==> config.mk <==
export PLATFORM = sky130hd
export DESIGN_NAME = kbd_lcd_bus_sched
export DESIGN_NICKNAME = d
export VERILOG_FILES = /design/src/rtl/kbd_lcd_bus_sched.sv
export SDC_FILE = /design/constraint.sdc
export NUM_CORES = 1
export LEC_CHECK = 0
export ABC_AREA = 1
export BUFFER_PORTS_ARGS = -buffer_cell sky130_fd_sc_hd__buf_4
export CAP_MARGIN = 20
export CORE_MARGIN = 2
export CORE_UTILIZATION = 47
export DETAILED_ROUTE_END_ITERATION = 6
export PLACE_DENSITY = 0.66
export SETUP_SLACK_MARGIN = 0.5
export SLEW_MARGIN = 20
export SYNTH_ARGS = -nofsm -noshare
export SYNTH_HDL_FRONTEND = slang
export SYNTH_SLANG_ARGS = --single-unit
==> constraint.sdc <==
create_clock -name clk -period 4.71 [get_ports clk]
set_input_delay 0.7065 -clock clk [delete_from_list [all_inputs] [get_ports clk]]
set_output_delay 0.7065 -clock clk [all_outputs]
set_load 0.01 [all_outputs]
==> src/rtl/kbd_lcd_bus_sched.sv <==
// Purpose: generic show-ahead FIFO that holds key events until the host path pops them.
// Latency: a push becomes visible at the head one cycle later; a pop takes effect at the next edge.
// Backpressure: full is reported upstream; a push while full is dropped; a pop while empty is ignored.
module kbd_lcd_bus_sched_fifo #(
    parameter int W     = 12,
    parameter int DEPTH = 4
) (
    input  logic         clk,
    input  logic         reset_n,
    input  logic         push_vld,
    input  logic [W-1:0] push_dat,
    output logic         full,
    output logic         pop_vld,
    input  logic         pop_rdy,
    output logic [W-1:0] pop_dat
);
    localparam int AW = (DEPTH > 1) ? $clog2(DEPTH) : 1;

    logic [W-1:0]  mem [DEPTH];
    logic [AW-1:0] wr_ptr;
    logic [AW-1:0] rd_ptr;
    logic [AW:0]   count;
    logic          push_ok;
    logic          pop_ok;

    assign full    = (count == (AW+1)'(DEPTH));
    assign pop_vld = (count != '0);
    assign pop_dat = mem[rd_ptr];
    assign push_ok = push_vld && !full;
    assign pop_ok  = pop_rdy && pop_vld;

    // Storage array: written only, never reset.
    always_ff @(posedge clk) begin
        if (push_ok) begin
            mem[wr_ptr] <= push_dat;
        end
    end

    // Pointers wrap naturally because the depth is a power of two.
    always_ff @(posedge clk or negedge reset_n) begin
        if (!reset_n) begin
            wr_ptr <= '0;
            rd_ptr <= '0;
            count  <= '0;
        end else begin
            if (push_ok) wr_ptr <= wr_ptr + AW'(1);
            if (pop_ok)  rd_ptr <= rd_ptr + AW'(1);
            case ({push_ok, pop_ok})
                2'b10:   count <= count + (AW+1)'(1);
                2'b01:   count <= count - (AW+1)'(1);
                default: count <= count;
            endcase
        end
    end
endmodule

// Purpose: time-shares the 8 LCD-data/keyboard-row pads between the LCD writer and a column scanner.
// Latency: LCD grant one cycle after request in IDLE; one scan slot is 2*TURN+SETTLE+1 cycles.
// Backpressure: LCD holds the bus until lcd_done; a full event FIFO defers a row change to a later pass.
module kbd_lcd_bus_sched #(
    parameter int NUM_COLS    = 9,
    parameter int SCAN_PERIOD = 4800,
    parameter int SETTLE      = 48,
    parameter int TURN        = 2,
    parameter int FIFO_DEPTH  = 4
) (
    input  logic                clk,
    input  logic                reset_n,
    input  logic                scan_en,
    input  logic                lcd_req,
    output logic                lcd_gnt,
    input  logic                lcd_done,
    input  logic [7:0]          lcd_data,
    output logic                bus_oe,
    output logic [7:0]          bus_dout,
    input  logic [7:0]          bus_din,
    output logic [NUM_COLS-1:0] col_drive,
    output logic                key_valid,
    input  logic                key_ready,
    output logic [3:0]          key_col,
    output logic [7:0]          key_rows
);
    localparam logic [2:0] S_IDLE       = 3'd0;
    localparam logic [2:0] S_LCD_OWN    = 3'd1;
    localparam logic [2:0] S_KB_TURN    = 3'd2;
    localparam logic [2:0] S_KB_SETTLE  = 3'd3;
    localparam logic [2:0] S_KB_SAMPLE  = 3'd4;
    localparam logic [2:0] S_KB_RELEASE = 3'd5;

    localparam int TW = (SCAN_PERIOD > 1) ? $clog2(SCAN_PERIOD) : 1;
    localparam int CW = $clog2(SETTLE + TURN + 1) + 1;

    logic [2:0]    state;
    logic [2:0]    nxt;
    logic [CW-1:0] cnt;
    logic [TW-1:0] tmr;
    logic          tmr_wrap;
    logic          scan_pending;
    logic          last_kb;
    logic [3:0]    col_idx;
    logic [7:0]    snap [NUM_COLS];
    logic [7:0]    rows_now;
    logic          ev_push;
    logic          ev_full;
    logic [11:0]   ev_head;

    assign tmr_wrap = (tmr == TW'(SCAN_PERIOD - 1));
    assign rows_now = ~bus_din;
    assign ev_push  = (state == S_KB_SAMPLE) && (rows_now != snap[col_idx]) && !ev_full;
    assign bus_dout = (state == S_LCD_OWN) ? lcd_data : 8'h00;
    assign key_col  = ev_head[11:8];
    assign key_rows = ev_head[7:0];

    // Next-state: keyboard normally wins a tie, but yields to a waiting LCD right after its own slot.
    always_comb begin
        nxt = state;
        case (state)
            S_IDLE: begin
                if (scan_pending && scan_en && !(lcd_req && last_kb)) nxt = S_KB_TURN;
                else if (lcd_req)                                      nxt = S_LCD_OWN;
            end
            S_LCD_OWN:    if (lcd_done)                 nxt = S_IDLE;
            S_KB_TURN:    if (cnt == CW'(TURN - 1))     nxt = S_KB_SETTLE;
            S_KB_SETTLE:  if (cnt == CW'(SETTLE - 1))   nxt = S_KB_SAMPLE;
            S_KB_SAMPLE:                                nxt = S_KB_RELEASE;
            S_KB_RELEASE: if (cnt == CW'(TURN - 1))     nxt = S_IDLE;
            default:                                    nxt = S_IDLE;
        endcase
    end

    // State, phase counter and registered pad controls, all derived from the next state.
    always_ff @(posedge clk or negedge reset_n) begin
        if (!reset_n) begin
            state     <= S_IDLE;
            cnt       <= '0;
            lcd_gnt   <= 1'b0;
            bus_oe    <= 1'b0;
            col_drive <= '1;
            last_kb   <= 1'b0;
        end else begin
            state <= nxt;
            if (nxt != state || state == S_IDLE || state == S_LCD_OWN) cnt <= '0;
            else                                                        cnt <= cnt + CW'(1);
            lcd_gnt <= (nxt == S_LCD_OWN);
            bus_oe  <= (nxt == S_LCD_OWN);
            if (nxt == S_KB_SETTLE || nxt == S_KB_SAMPLE) col_drive <= ~(NUM_COLS'(1) << col_idx);
            else                                          col_drive <= '1;
            if (state == S_KB_RELEASE && nxt == S_IDLE)   last_kb <= 1'b1;
            else if (state == S_IDLE && nxt == S_LCD_OWN) last_kb <= 1'b0;
        end
    end

    // Free-running slot timer; a wrap leaves a sticky request that only a slot start consumes.
    always_ff @(posedge clk or negedge reset_n) begin
        if (!reset_n) begin
            tmr          <= '0;
            scan_pending <= 1'b0;
        end else begin
            tmr <= tmr_wrap ? '0 : tmr + TW'(1);
            if (tmr_wrap)                                scan_pending <= 1'b1;
            else if (state == S_IDLE && nxt == S_KB_TURN) scan_pending <= 1'b0;
        end
    end

    // Column walk and per-column row snapshot; a dropped event keeps the old snapshot so it recurs.
    always_ff @(posedge clk or negedge reset_n) begin
        if (!reset_n) begin
            col_idx <= '0;
            for (int i = 0; i < NUM_COLS; i++) snap[i] <= '0;
        end else if (state == S_KB_SAMPLE) begin
            if (ev_push) snap[col_idx] <= rows_now;
            col_idx <= (col_idx == 4'(NUM_COLS - 1)) ? 4'd0 : col_idx + 4'd1;
        end
    end

    kbd_lcd_bus_sched_fifo #(
        .W     (12),
        .DEPTH (FIFO_DEPTH)
    ) u_ev_fifo (
        .clk      (clk),
        .reset_n  (reset_n),
        .push_vld (ev_push),
        .push_dat ({col_idx, rows_now}),
        .full     (ev_full),
        .pop_vld  (key_valid),
        .pop_rdy  (key_ready),
        .pop_dat  (ev_head)
    );
endmodule

After elaboration in Yosys (flattened, before gate mapping)
Memories as Yosys holds them, arrays and structs flattened.
Cells that the tools add are included.
Storage, ports and cells
  RAM bits: 48
  bits of input ports: 22
  output and inout port bits: 32
  memories: 1
  logic and storage cells: 100
  flip-flop bits (word level): 118
Memories
  u_ev_fifo.mem: words 4, width 12, read ports 1, clocked after memory_dff 0, write ports 1, RTL line 19  | logic [W-1:0] mem [DEPTH];
Cells by class
  reduce and logical (&&, ||, !) cells: 23
  equal/unequal tests: 18
  magnitude comparators: 2
  $add $sub $neg: 7
  bitwise logic cells: 3
  multiplexer cells: 25
  shifts and indexed selects: 1
Operators by type and width (count)
  bitwise mux 72 bit: 1
  binary-select mux 8 bit (select 4 bit): 1
  demux 8 bit (select 4 bit): 1
  2-to-1 mux 8 bit: 4
  2-to-1 mux 3 bit: 6
  case mux 3 bit (6 select lines): 1
  adder 13 x 1 -> 13 bit (second input constant): 1
  equality test 13 bit (second input constant): 1
  2-to-1 mux 13 bit: 1
  equality test 3 x 2 -> 1 bit (second input constant): 4
  equality test 3 bit (second input constant): 4
  logical AND 1 bit: 11
  2-to-1 mux 9 bit: 1
  inverter 9 bit: 1
  << shifter 1 x 4 -> 9 bit (first input constant): 1
  != test 8 bit: 1
  inverter 8 bit: 1
  adder 7 x 1 -> 7 bit (second input constant): 1
  equality test 7 x 1 -> 1 bit (second input constant): 1
  equality test 7 x 6 -> 1 bit (second input constant): 1
  2-to-1 mux 7 bit: 1
  equality test 3 x 1 -> 1 bit (second input constant): 2
  zero test 3 bit: 2
  2-to-1 mux 1 bit: 6
  other kinds (18): 24

Logic depth before layout (Yosys ltp)
Gate-level depths: netlist (run 1).
  word-level depth: 10
  mapped depth: 23
  mapped depth without buffers: 20

By module
From an unflattened synthesis (run 1), not the netlist that was laid out.
Second synthesis, totals
  cells, all modules: 978
  area total of the unflattened synthesis: 8398.1 um^2
By module, submodules not included
  kbd_lcd_bus_sched: cells each 778, area each 5950.7 um^2, seq. area each 2788.9 um^2, times used 1
  kbd_lcd_bus_sched_fifo: cells each 200, area each 2447.3 um^2, seq. area each 1616.6 um^2, times used 1

Least setup slack after synthesis (run 1)
OpenSTA, ideal clock, no wires.
  kind: flip-flop to flip-flop
  start: register col_idx[0]
  end: register u_ev_fifo.count[2]
  path buffers: 4
  period minus slack after synthesis: 2863 ps
  setup time: 131 ps
  arrival time: 2732 ps
  setup slack: 1847 ps
  cell stages (with the launch flop): 21
  data required time: 4579 ps
  cell sequence: dfrtp_1 -> buf_2 -> inv_2 -> buf_2 -> buf_4 -> o211ai_1 -> nand3_1 -> nand2_1 -> nand2_1 -> nand2_1 -> nand2_1 -> nor2_1 -> nand2_1 -> buf_4 -> nand2_2 -> ha_1 -> inv_1 -> fa_1 -> a21oi_1 -> o21ai_0 -> xor2_1
On the way
  cells in the longest elaborated chain, start to end: 10
  elaborated cells between the ends (all ways): 12
  classes of those cells: eq/ne: 3; mux: 4; bitwise: 1; reduce/logical: 4
Ends and longest elaborated chain
  start, declared: RTL line 100  | logic [3:0] col_idx;
  start signal, assigned: RTL line 172  | col_idx <= (col_idx == 4'(NUM_COLS - 1)) ? 4'd0 : col_idx + 4'd1;
  inverter 4 -> 5 bit (implied by the code) *: RTL line 109  | assign ev_push = (state == S_KB_SAMPLE) && (rows_now != snap[col_idx]) && !ev_full;
  binary-select mux 8 bit (select 4 bit) *: RTL line 109
  2-to-1 mux 8 bit (implied by the code) * (2 in series): RTL line 109
  != test 8 bit *: RTL line 109
  logical AND 1 bit * (2 in series): RTL line 109
  logical AND 1 bit *: RTL line 29  | assign push_ok = push_vld && !full;
  equality test 2 x 1 -> 1 bit or equality test 2 bit (tied branches): RTL line 48  | case ({push_ok, pop_ok})
  case mux 3 bit (2 select lines) or nonzero test 2 bit (tied branches)
  end signal, assigned: RTL line 49  | 2'b10: count <= count + (AW+1)'(1);
  end signal, assigned: RTL line 50  | 2'b01: count <= count - (AW+1)'(1);
  end signal, assigned: RTL line 51  | default: count <= count;
  end, declared: RTL line 22  | logic [AW:0] count;
Mark *: on every way between the ends. The rest lies on a longest branch, timed or not. The select of a mux whose other input is x is not followed.
A chain may end at the register's enable or synchronous reset.

Worst setup path in the final report (run 1)
  start: register col_idx[3]
  end: register u_ev_fifo.count[2]
The elaborated chain is that of the path after synthesis.

==> results of run 1 <==
[sequential cells by signal, indices dropped and copies added (netlist names)]
| signal | cells |
|---|---|
| snap | 72 |
| u_ev_fifo.mem | 48 |
| tmr | 13 |
| col_drive | 9 |
| cnt | 7 |
| col_idx | 4 |
| state | 3 |
| u_ev_fifo.count | 3 |
| u_ev_fifo.rd_ptr | 2 |
| u_ev_fifo.wr_ptr | 2 |
| bus_oe | 1 |
| last_kb | 1 |
| scan_pending | 1 |
[power groups by stage]
| stage | Sequential, mW | Clock [mW] | Combinational [mW] |
|---|---|---|---|
| after floorplan | 1.62 | 0 | 0.331 |
| after global placement | 1.67 | 0 | 0.528 |
| after detailed placement | 1.67 | 0 | 0.536 |
| after CTS | 1.64 | 1.54 | 0.538 |
| after global routing | 1.66 | 1.60 | 0.599 |
| final | 1.64 | 1.51 | 0.529 |
[area by class of cell]
class | count | share of cell area
Sequential cell | 166 | 0.473
Clock inverter | 11 | 0.0214
Multi-Input combinational cell | 613 | 0.329
Timing Repair Buffer | 66 | 0.0532
Tap cell | 225 | 0.0303
Clock buffer | 21 | 0.0473
Inverter | 113 | 0.0456
[metrics by stage]
stage,power (mW),cell area [um^2],setup slack [ns],instances
6_report,3.68,9310,1.22,1215
2_1_floorplan,1.95,8100,1.85,939
4_1_cts,3.72,9310,1.31,1215
5_1_grt,3.85,9310,1.07,1215
3_5_place_dp,2.20,8670,1.34,1183
3_3_place_gp,2.20,8670,1.37,1183
[cells by family after synthesis]
family | after synthesis
xor+xnor | 13
buf+inv | 160
compound gates | 72
simple gates | 513
flops | 166
fa+ha+maj | 15
[synthesized netlist by cell type, types with 3 or more instances]
master | number | area share
nand2_1 | 267 | 0.12
dfrtp_1 | 109 | 0.34
inv_1 | 102 | 0.047
nand4_1 | 81 | 0.063
nor2_1 | 75 | 0.035
nand3_1 | 54 | 0.033
edfxtp_1 | 48 | 0.18
o21ai_0 | 32 | 0.020
clkbuf_1 | 22 | 0.010
o22ai_1 | 15 | 0.012
ha_1 | 14 | 0.022
buf_4 | 10 | 0.0093
inv_2 | 10 | 0.0046
xor2_1 | 10 | 0.011
dfstp_2 | 9 | 0.029
nor3_1 | 9 | 0.0056
o211ai_1 | 9 | 0.0083
nand3_2 | 8 | 0.0099
or2_1 | 8 | 0.0062
buf_1 | 7 | 0.0032
a21oi_1 | 6 | 0.0037
buf_2 | 6 | 0.0037
o21ai_1 | 5 | 0.0031
or2_2 | 3 | 0.0023
xnor2_1 | 3 | 0.0032
[critical path: stages (launching register included)]
cell,delay [ns]
dfrtp_1,0.54
nor2_2,0.65
inv_2,0.20
nor2_1,0.14
nand2_1,0.07
nand3_1,0.11
nand3_1,0.09
nand2_1,0.09
nand2_1,0.05
nor2_1,0.12
nand2_2,0.10
nand2_2,0.13
ha_1,0.16
inv_1,0.07
fa_1,0.38
a21oi_1,0.16
o21ai_0,0.12
xor2_1,0.16
[metal layers]
| layer | up-vias | GRT usage |
|---|---|---|
| met5 | - | 0 |
| met2 | 217 | 0.361 |
| met4 | 0 | 0.0885 |
| met1 | 3072 | 0.322 |
| met3 | 36 | 0.0397 |
| li1 | 3173 | - |
[path summary, 6_finish.rpt]
path	from	end	slack, ns	cells past startpoint
min	reset_n	tmr[11]	0.28	1
max reg2reg	col_idx[3]	u_ev_fifo.count[2]	1.22	17
min reg2reg	tmr[0]	tmr[0]	0.46	1
max in group asynchronous	reset_n	col_drive[6]	3.48	2
min in group clk	tmr[0]	tmr[0]	0.46	1
max	col_idx[3]	u_ev_fifo.count[2]	1.22	17
==> metrics.md, run 1 <==
| Metric | Value |
|---|---|
| Status | `completed` |
| Core Area | `roughly 17,000 um^2` |
| Max-Cap Viols | `0` |
| H-tree depth | `4` |
| Unrepaired setup endpoints after global routing | `no` |
| Clk_lat worst skew | `approximately 0.43 ns` |
| Hold Buf Count CTS | `0` |
| Vias in the first global route | `6,139` |
| DRC Markers | `0` |
| Worst hold path class | `input port to async pin` |
| Share of layout cells above drive strength 1 | `0.131` |
| WP data arrival | `between 3 and 4 ns` |
| ANT cells | `0` |
| DR iter-0 viols | `659` |
| Int Power | `~2.7 mW` |
| Avg Cell Area, Syn | `between 8 and 9 um^2` |
| CTS tree | `done` |
| Port buffer count | `53` |
| XOR/XNOR Fraction of Synth Area | `0.0141` |
| Final nets | `between 1,000 and 1,500` |
| Largest net degree at the start of global routing | `55` |
| Adder-Cell Fraction of Synth Area | `0.0241` |
| Mux share of post-synthesis cell area | `0` |
| Synth cell types | `38` |
| Most frequent cells in the layout | `nand2_1, dfrtp_1, inv_1` |
| Via density | `5.35` |
| Critical path class | `flop to flop` |
| Compound-Gate Fraction of Synth Area | `0.0510` |
| Synth Register Bits | `around 170` |
| Resized cells post-CTS | `0` |
| WL per Instance | `16.5 um` |
| Worst-Margin Slew | `~1.1 ns` |
| Sequential-to-total area share from yosys stat | `0.544` |
| Crit path required time | `about 5.0 ns` |
| Peak VDD IR | `around 0.00025 V` |
| Yosys Warn Count | `0` |
| DP HPWL | `13.0 mm` |
| Register Area | `4410 um^2` |
| Cells after Synth | `939` |
| Crit path max fanout | `15` |
| 1st-pass router iterations | `5` |
| GPL Wtd Cong | `roughly 0.93` |
| Clock Tree Buf Depth | `2` |
| Clk root buf | `clkbuf_16` |
| CTS Buf Count | `17` |
| Fin Hold WS | `between 0.2 and 0.3 ns` |
| Flop pwr share | `0.446` |
| Grt ovf | `0` |
| Sw Ratio | `0.260` |
| Die area | `18,300 um^2` |
| Final Hold Vio Count | `0` |
| EDFF count, synth | `48` |
| Main combinational cell family by area after synthesis | `simple AND/OR/NAND/NOR gates` |
| Die height | `between 100 and 150 um` |
| Layout area overhead | `14.8%` |
| DR WL met2 | `around 9.4 mm` |
| Clock sink count | `around 170` |
| Final wirelength | `roughly 20 mm` |
| Final-report max-slew violation count | `0` |
| Commonest non-fill, non-tap cell in the layout | `nand2_1` |
| Final Util | `0.546` |
| Fraction of registers with async set/reset | `0.711` |
| Initial antenna violation count | `0` |
| Synth Area in Simple Gates | `0.286` |
| Post-route antenna net violation count | `0` |
| Clock network power share | `0.410` |
| Final Cycle Share | `0.741` |
| CP endpoint kind | `flop` |
| WL met1 | `approximately 9 mm` |
| Dominant synthesized flop cell | `dfrtp_1` |
| Final min period | `between 3 and 4 ns` |
| First-pass GRT wire length | `~33 mm` |
| Row count | `48` |
| Startpoint Class | `flop` |
| Multi-input logic area | `between 3000 and 4000 um^2` |
| # setup viols final | `0` |
| Leakage power | `roughly 4.5 nW` |
| WL met3 | `approximately 1.2 mm` |
| Post-route setup TNS | `0 ns` |
| Slew margin rel. | `0.286` |
| Fillcell total | `1,570` |
| I/O pin count | `54` |
| P per Cell Area | `between 300 and 400 nW/um^2` |
| Post-Syn Area | `a little over 8000 um^2` |
| Setup Fix Bufs, Post-CTS | `0` |
| Comb pwr share | `0.144` |
| Fin Clk Skew | `about 0.0089 ns` |
| Global Route Usage Sum | `0.230` |
| Initial Util | `0.475` |
| Clock-pin slew on the worst setup and hold paths | `around 0.060 ns` |
| DR top layer | `met4` |
| Vias | `6,498` |
| Sw Pwr | `about 0.96 mW` |
| Die X-Extent | `roughly 140 um` |
| Max Clk Rate | `0.287 GHz` |
| Syn_nets | `976` |
Power figures use the tool's default switching activity.
==> run 2: changes to the inputs <==
--- a/config.mk
+++ b/config.mk
@@ -11,7 +11,7 @@
 export CORE_MARGIN = 2
 export CORE_UTILIZATION = 47
 export DETAILED_ROUTE_END_ITERATION = 6
-export PLACE_DENSITY = 0.66
+export PLACE_DENSITY = 0.69
 export SETUP_SLACK_MARGIN = 0.5
 export SLEW_MARGIN = 20
 export SYNTH_ARGS = -nofsm -noshare
==> constraint.sdc (replaced) <==
create_clock -name clk -period 3.1 [get_ports clk]
set_input_delay 0.465 -clock clk [delete_from_list [all_inputs] [get_ports clk]]
set_output_delay 0.465 -clock clk [all_outputs]
set_load 0.01 [all_outputs]
==> metrics.md, run 2 (synthesis results as in run 1) <==
| Metric | Value |
|---|---|
| Peak VDD IR | `~0.00035 V` |
| Critical path class | `flop to flop` |
| Slew margin rel. | `0.476` |
| Post-route antenna net violation count | `0` |
| Clock sink count | `between 150 and 200` |
| Initial Util | `0.475` |
| Status | `completed` |
| Max FFs per register | `a little over 70` |
| Clock Tree Buf Depth | `2` |
| Core Area | `17,100 um^2` |
| Layout area overhead | `24.5%` |
| Final nets | `between 1,000 and 1,500` |
| Max-Cap Viols | `0` |
| Sw Pwr | `approximately 1.5 mW` |
| Fillcell total | `1,487` |
| Crit path required time | `about 3.4 ns` |
| 1st-pass router iterations | `5` |
| Post-Place Setup Slack | `approximately 0.12 ns` |
| DRC Markers | `0` |
| H-tree depth | `4` |
| # setup viols final | `0` |
| Global Route Usage Sum | `0.234` |
| Biggest regs | `snap: 72 flops, u_ev_fifo.mem: 48 flops, tmr: 13 flops` |
| Final-report max-slew violation count | `0` |
| Row count | `48` |
| Fin Clk Skew | `around 0.012 ns` |
| Post-route setup TNS | `0 ns` |
| Crit path max fanout | `7` |
| WP data arrival | `between 3 and 4 ns` |
| Int Power | `4.23 mW` |
| DP HPWL | `12.8 mm` |
| CTS Buf Count | `17` |
| Leakage power | `between 4 and 5 nW` |
| Register name with the most flops | `snap` |
| Share of layout cells above drive strength 1 | `0.184` |
| Top cell family by delay on the critical path | `simple AND/OR/NAND/NOR gates` |
| Clk_lat worst skew | `between 0.4 and 0.5 ns` |
| I/O pin count | `54` |
| Via density | `between 5 and 6` |
| Clk root buf | `clkbuf_16` |
| Die X-Extent | `135 um` |
| P per Cell Area | `about 570 nW/um^2` |
| Grt ovf | `0` |
| ANT cells | `0` |
| GPL Wtd Cong | `a little over 0.9` |
| Max Clk Rate | `0.360 GHz` |
| Port buffer count | `53` |
| CP endpoint kind | `flop` |
| Flop pwr share | `0.427` |
| Clock-pin slew on the worst setup and hold paths | `approximately 0.060 ns` |
| Startpoint Class | `flop` |
| DR iter-0 viols | `715` |
| Cell mode on critical path | `nand2_1` |
| CP max-delay cell | `dfrtp_2` |
| Critical path's largest stage delay | `around 0.52 ns` |
| Largest net degree at the start of global routing | `84` |
| Final min period | `2.78 ns` |
| CP Buf/Inv Count | `2` |
| Worst-Margin Slew | `between 0.7 and 0.8 ns` |
| Die area | `~18,000 um^2` |
| Vias in the first global route | `between 6,000 and 7,000` |
| CP Cell Sequence | `buf_12 -> or2_1 -> nand3_1 -> nand3_1 -> o21ai_1 -> nand2_1 -> nand2_1 -> nand2_1 -> nor2_2 -> nand2_2 -> nand2_4 -> ha_4 -> inv_4 -> fa_2 -> a21oi_2 -> o21ai_1 -> xor2_1` |
| Unrepaired setup endpoints after global routing | `yes` |
| Comb pwr share | `0.166` |
| Initial antenna violation count | `0` |
| WL per Instance | `roughly 18 um` |
| Final wirelength | `between 20 and 25 mm` |
| Worst hold path class | `input port to flop` |
| Most frequent cells in the layout | `nand2_1, dfrtp_1, inv_1` |
| Multi-input logic area | `approximately 3200 um^2` |
| CTS tree | `done` |
| Final Hold Vio Count | `0` |
| Clock network power share | `0.407` |
| Die height | `135 um` |
| Final Cycle Share | `0.897` |
| First-pass GRT wire length | `33.1 mm` |
| Vias | `6,893` |
| Commonest non-fill, non-tap cell in the layout | `nand2_1` |
| Final WS setup | `0.320 ns` |
| Register Area | `4410 um^2` |
| Sw Ratio | `0.259` |
| Post-layout power | `approximately 5.7 mW` |
run 2: changes by cell type in the layout (fill, tap and decap cells not counted), moves of 7 or more:
cell,delta
buf_12,+8
buf_4,+14
buf_6,+8
nand3_2,-7
nand3_4,+9
run 2: per-stage QoR:
stage | hold slack, ns | util | std cells | instance area (um^2)
floorplan | 0.169 | - | 939 | 8170
global placement | 0.446 | 0.521 | 1199 | 8880
detailed placement | 0.446 | 0.521 | 1199 | 8880
CTS | 0.239 | 0.568 | 1238 | 9680
global route | 0.233 | 0.592 | 1256 | 10100
finish | 0.248 | 0.592 | 1256 | 10100
run 2: path summary, 6_finish.rpt:
path	startpoint	slack [ns]	endpoint	depth (start not counted)
setup reg to reg	col_idx[0]	0.32	u_ev_fifo.count[2]	17
min in group asynchronous	reset_n	0.53	snap[43]	2
hold / removal	lcd_done	0.25	bus_oe	2
setup / recovery	col_idx[0]	0.32	u_ev_fifo.count[2]	17
max in group asynchronous	reset_n	1.80	col_drive[2]	3
hold reg to reg	tmr[0]	0.46	tmr[0]	1
run 2: metal layers:
metal | global-route usage | part of all wire
met4 | 0.0775 | 0.023
met5 | 0 | 0
met1 | 0.314 | 0.43
met3 | 0.0490 | 0.063
met2 | 0.382 | 0.49
run 2: layout make-up:
type | count | area share
Inverter | 113 | 0.0432
Tap cell | 225 | 0.0279
Clock buffer | 24 | 0.0508
Timing Repair inverter | 1 | 0.000744
Timing Repair Buffer | 106 | 0.107
Multi-Input combinational cell | 613 | 0.319
Sequential cell | 166 | 0.437
Clock inverter | 8 | 0.0141
run 2: power groups by stage:
stage / logic (mW) / registers, mW / clock network (mW)
finish: 0.950 / 2.44 / 2.32
global route: 1.05 / 2.45 / 2.45
CTS: 0.920 / 2.44 / 2.34
detailed placement: 0.913 / 2.48 / 0
global placement: 0.888 / 2.48 / 0
floorplan: 0.512 / 2.46 / 0
run 2: worst register-to-register path: stages, from the launching register on:
cell and delay [ns]:
dfrtp_2 0.52, buf_12 0.19, or2_1 0.22, nand3_1 0.10, nand3_1 0.16, o21ai_1 0.12, nand2_1 0.06, nand2_1 0.06
nand2_1 0.06, nor2_2 0.11, nand2_2 0.11, nand2_4 0.09, ha_4 0.14, inv_4 0.03, fa_2 0.34, a21oi_2 0.12
o21ai_1 0.08, xor2_1 0.15
run 2: what timing repair did:
| action | in CTS | in global routing |
|---|---|---|
| pin swaps | 2 | 15 |
| setup buffers | 4 | 8 |
| hold buffers | 1 | 0 |
| resized for setup | 5 | 49 |
| cloned | 2 | 10 |
| setup endpoints to repair | 84 | 132 |
| endpoints found under the hold margin | 9 | 0 |
==> run 3: changes to the inputs <==
--- a/config.mk
+++ b/config.mk
@@ -11,7 +11,7 @@
 export CORE_MARGIN = 2
 export CORE_UTILIZATION = 47
 export DETAILED_ROUTE_END_ITERATION = 6
-export PLACE_DENSITY = 0.69
+export PLACE_DENSITY = 0.66
 export SETUP_SLACK_MARGIN = 0.5
 export SLEW_MARGIN = 20
 export SYNTH_ARGS = -nofsm -noshare
==> constraint.sdc (replaced) <==
create_clock -name clk -period 3.3 [get_ports clk]
set_input_delay 0.495 -clock clk [delete_from_list [all_inputs] [get_ports clk]]
set_output_delay 0.495 -clock clk [all_outputs]
set_load 0.01 [all_outputs]
==> metrics.md, run 3 (synthesis results as in run 1) <==
| Metric | Value |
|---|---|
| Status | `completed` |
| DP HPWL | `approximately 13 mm` |
| CTS Buf Count | `17` |
| Initial Util | `0.475` |
| Worst hold path class | `input port to flop` |
| Crit path max fanout | `33` |
| Initial antenna violation count | `0` |
| Largest net degree at the start of global routing | `84` |
| Final wirelength | `a little over 20 mm` |
| Finished Cell Area | `~9700 um^2` |
| Core Area | `17,100 um^2` |
| Die height | `135 um` |
| Placement Cell Area | `between 8000 and 9000 um^2` |
| Post-route setup TNS | `0 ns` |
| CP Buf/Inv Count | `2` |
| Clock Tree Buf Depth | `2` |
| Top cell family by delay on the critical path | `simple AND/OR/NAND/NOR gates` |
| Final nets | `around 1,100` |
| Cell mode on critical path | `nand2_1` |
| Register Area | `roughly 4400 um^2` |
| Die area | `approximately 18,000 um^2` |
| DR iter-0 viols | `624` |
| CP Cell Sequence | `buf_12 -> o211ai_1 -> nand3_1 -> o21ai_1 -> nand2_1 -> nand2_1 -> nand2_1 -> nor2_2 -> nand2_2 -> nand2_4 -> ha_1 -> inv_2 -> fa_2 -> a21oi_2 -> o21ai_1 -> xor2_1` |
| Final Hold Vio Count | `0` |
| Row count | `48` |
| Via density | `5.36` |
| Max FFs per register | `slightly above 70` |
| First-pass GRT wire length | `about 33 mm` |
| ANT cells | `0` |
| P per Cell Area | `550 nW/um^2` |
| Most frequent cells in the layout | `nand2_1, dfrtp_1, inv_1` |
| Max-Cap Viols | `0` |
| Fin Clk Skew | `~0.008 ns` |
| Peak VDD IR | `0.000368 V` |
| Worst-Margin Slew | `about 0.74 ns` |
| Grt ovf | `0` |
| Post-route antenna net violation count | `0` |
| Commonest non-fill, non-tap cell in the layout | `nand2_1` |
| Cells after DPL | `roughly 1,200` |
| Multi-input logic area | `3100 um^2` |
| Critical path's largest stage delay | `approximately 0.47 ns` |
| Port buffer count | `53` |
| DRC Markers | `0` |
| Clk root buf | `clkbuf_16` |
| Max Clk Rate | `0.362 GHz` |
| GPL Wtd Cong | `0.940` |
| Vias in the first global route | `roughly 6,400` |
| Clock sink count | `166` |
| Final-report max-slew violation count | `0` |
| Clk_lat worst skew | `around 0.43 ns` |
| Unrepaired setup endpoints after global routing | `yes` |
| Finished Layout Cells | `1,252` |
| CP max-delay cell | `dfrtp_2` |
| Share of layout cells above drive strength 1 | `0.178` |
| # setup viols final | `0` |
| WL per Instance | `roughly 16 um` |
| Register name with the most flops | `snap` |
| Startpoint Class | `flop` |
| Critical path class | `flop to flop` |
| I/O pin count | `54` |
| Fillcell total | `~1,500` |
| Final Cycle Share | `0.837` |
| WP data arrival | `slightly above 3 ns` |
| 1st-pass router iterations | `5` |
| CTS tree | `done` |
| Vias | `approximately 6,700` |
| Clock-pin slew on the worst setup and hold paths | `approximately 0.06 ns` |
| CP endpoint kind | `flop` |
| Die X-Extent | `between 100 and 150 um` |
| Fin Hold WS | `approximately 0.28 ns` |
| Final min period | `between 2 and 3 ns` |
| Leakage power | `between 4 and 5 nW` |
| H-tree depth | `4` |
| Layout area overhead | `19.8%` |
| Biggest regs | `snap: 72 flops, u_ev_fifo.mem: 48 flops, tmr: 13 flops` |
| Global Route Usage Sum | `0.234` |
| Crit path required time | `around 3.6 ns` |
| Slew margin rel. | `0.506` |
## run 3: changes by cell type in the layout (fill, tap and decap cells not counted), sizes merged
cell      previous run  this run
clkinvlp             3         1
clkbuf              29        17
bufinv               4         5
buf                100       101
inv                111       116
clkinv               4         7
## run 3: where the power goes
part / total (mW) / internal [mW] / switching, mW
logic: 0.843 / 0.338 / 0.505
clock network: 2.19 / 1.35 / 0.839
registers: 2.30 / 2.23 / 0.0785
## run 3: layout make-up
type,count,area share
inverters,113,0.0450
repair inverters,1,0.000902
clock inverters,15,0.0232
flip-flops and latches,166,0.454
multi-input cells,613,0.319
clock buffers,17,0.0438
well taps,225,0.0290
repair buffers,102,0.0849
## run 3: final timing paths
kind | start | to | slack (ns) | cells past startpoint
worst max-delay path | col_idx[0] | u_ev_fifo.count[2] | 0.54 | 16
worst min-delay path | lcd_done | bus_oe | 0.28 | 2
worst max register to register | col_idx[0] | u_ev_fifo.count[2] | 0.54 | 16
worst min register to register | tmr[0] | tmr[0] | 0.47 | 1
max in group asynchronous | reset_n | col_drive[4] | 2.01 | 3
min in group asynchronous | reset_n | snap[45] | 0.52 | 2
## run 3: stage by stage
stage | power [mW] | utilization | setup WS [ns]
finish | 5.34 | 0.569 | 0.538
global route | 5.54 | 0.569 | 0.384
CTS | 5.37 | 0.563 | 0.507
detailed placement | 3.18 | 0.519 | 0.162
global placement | 3.15 | 0.519 | 0.221
floorplan | 2.78 | - | 0.518
## run 3: timing repair
item | 4_1_cts | 5_1_grt
cloned | 0 | 1
hold buffers | 1 | 0
pin swaps | 3 | 3
buffers inserted | 9 | 7
setup endpoints to repair | 10 | 12
resized for setup | 8 | 14
endpoints found under the hold margin | 24 | 0
## run 3: per-layer routing
| metal | GRT usage | part of all wire | vias up | routed length (um) |
|---|---|---|---|---|
| li1 | - | - | 3249 | - |
| met1 | 0.323 | 0.45 | 3209 | 9230 |
| met2 | 0.369 | 0.47 | 213 | 9460 |
| met3 | 0.0426 | 0.051 | 45 | 1030 |
| met4 | 0.0926 | 0.030 | 0 | 600 |
| met5 | 0 | 0 | - | 0 |
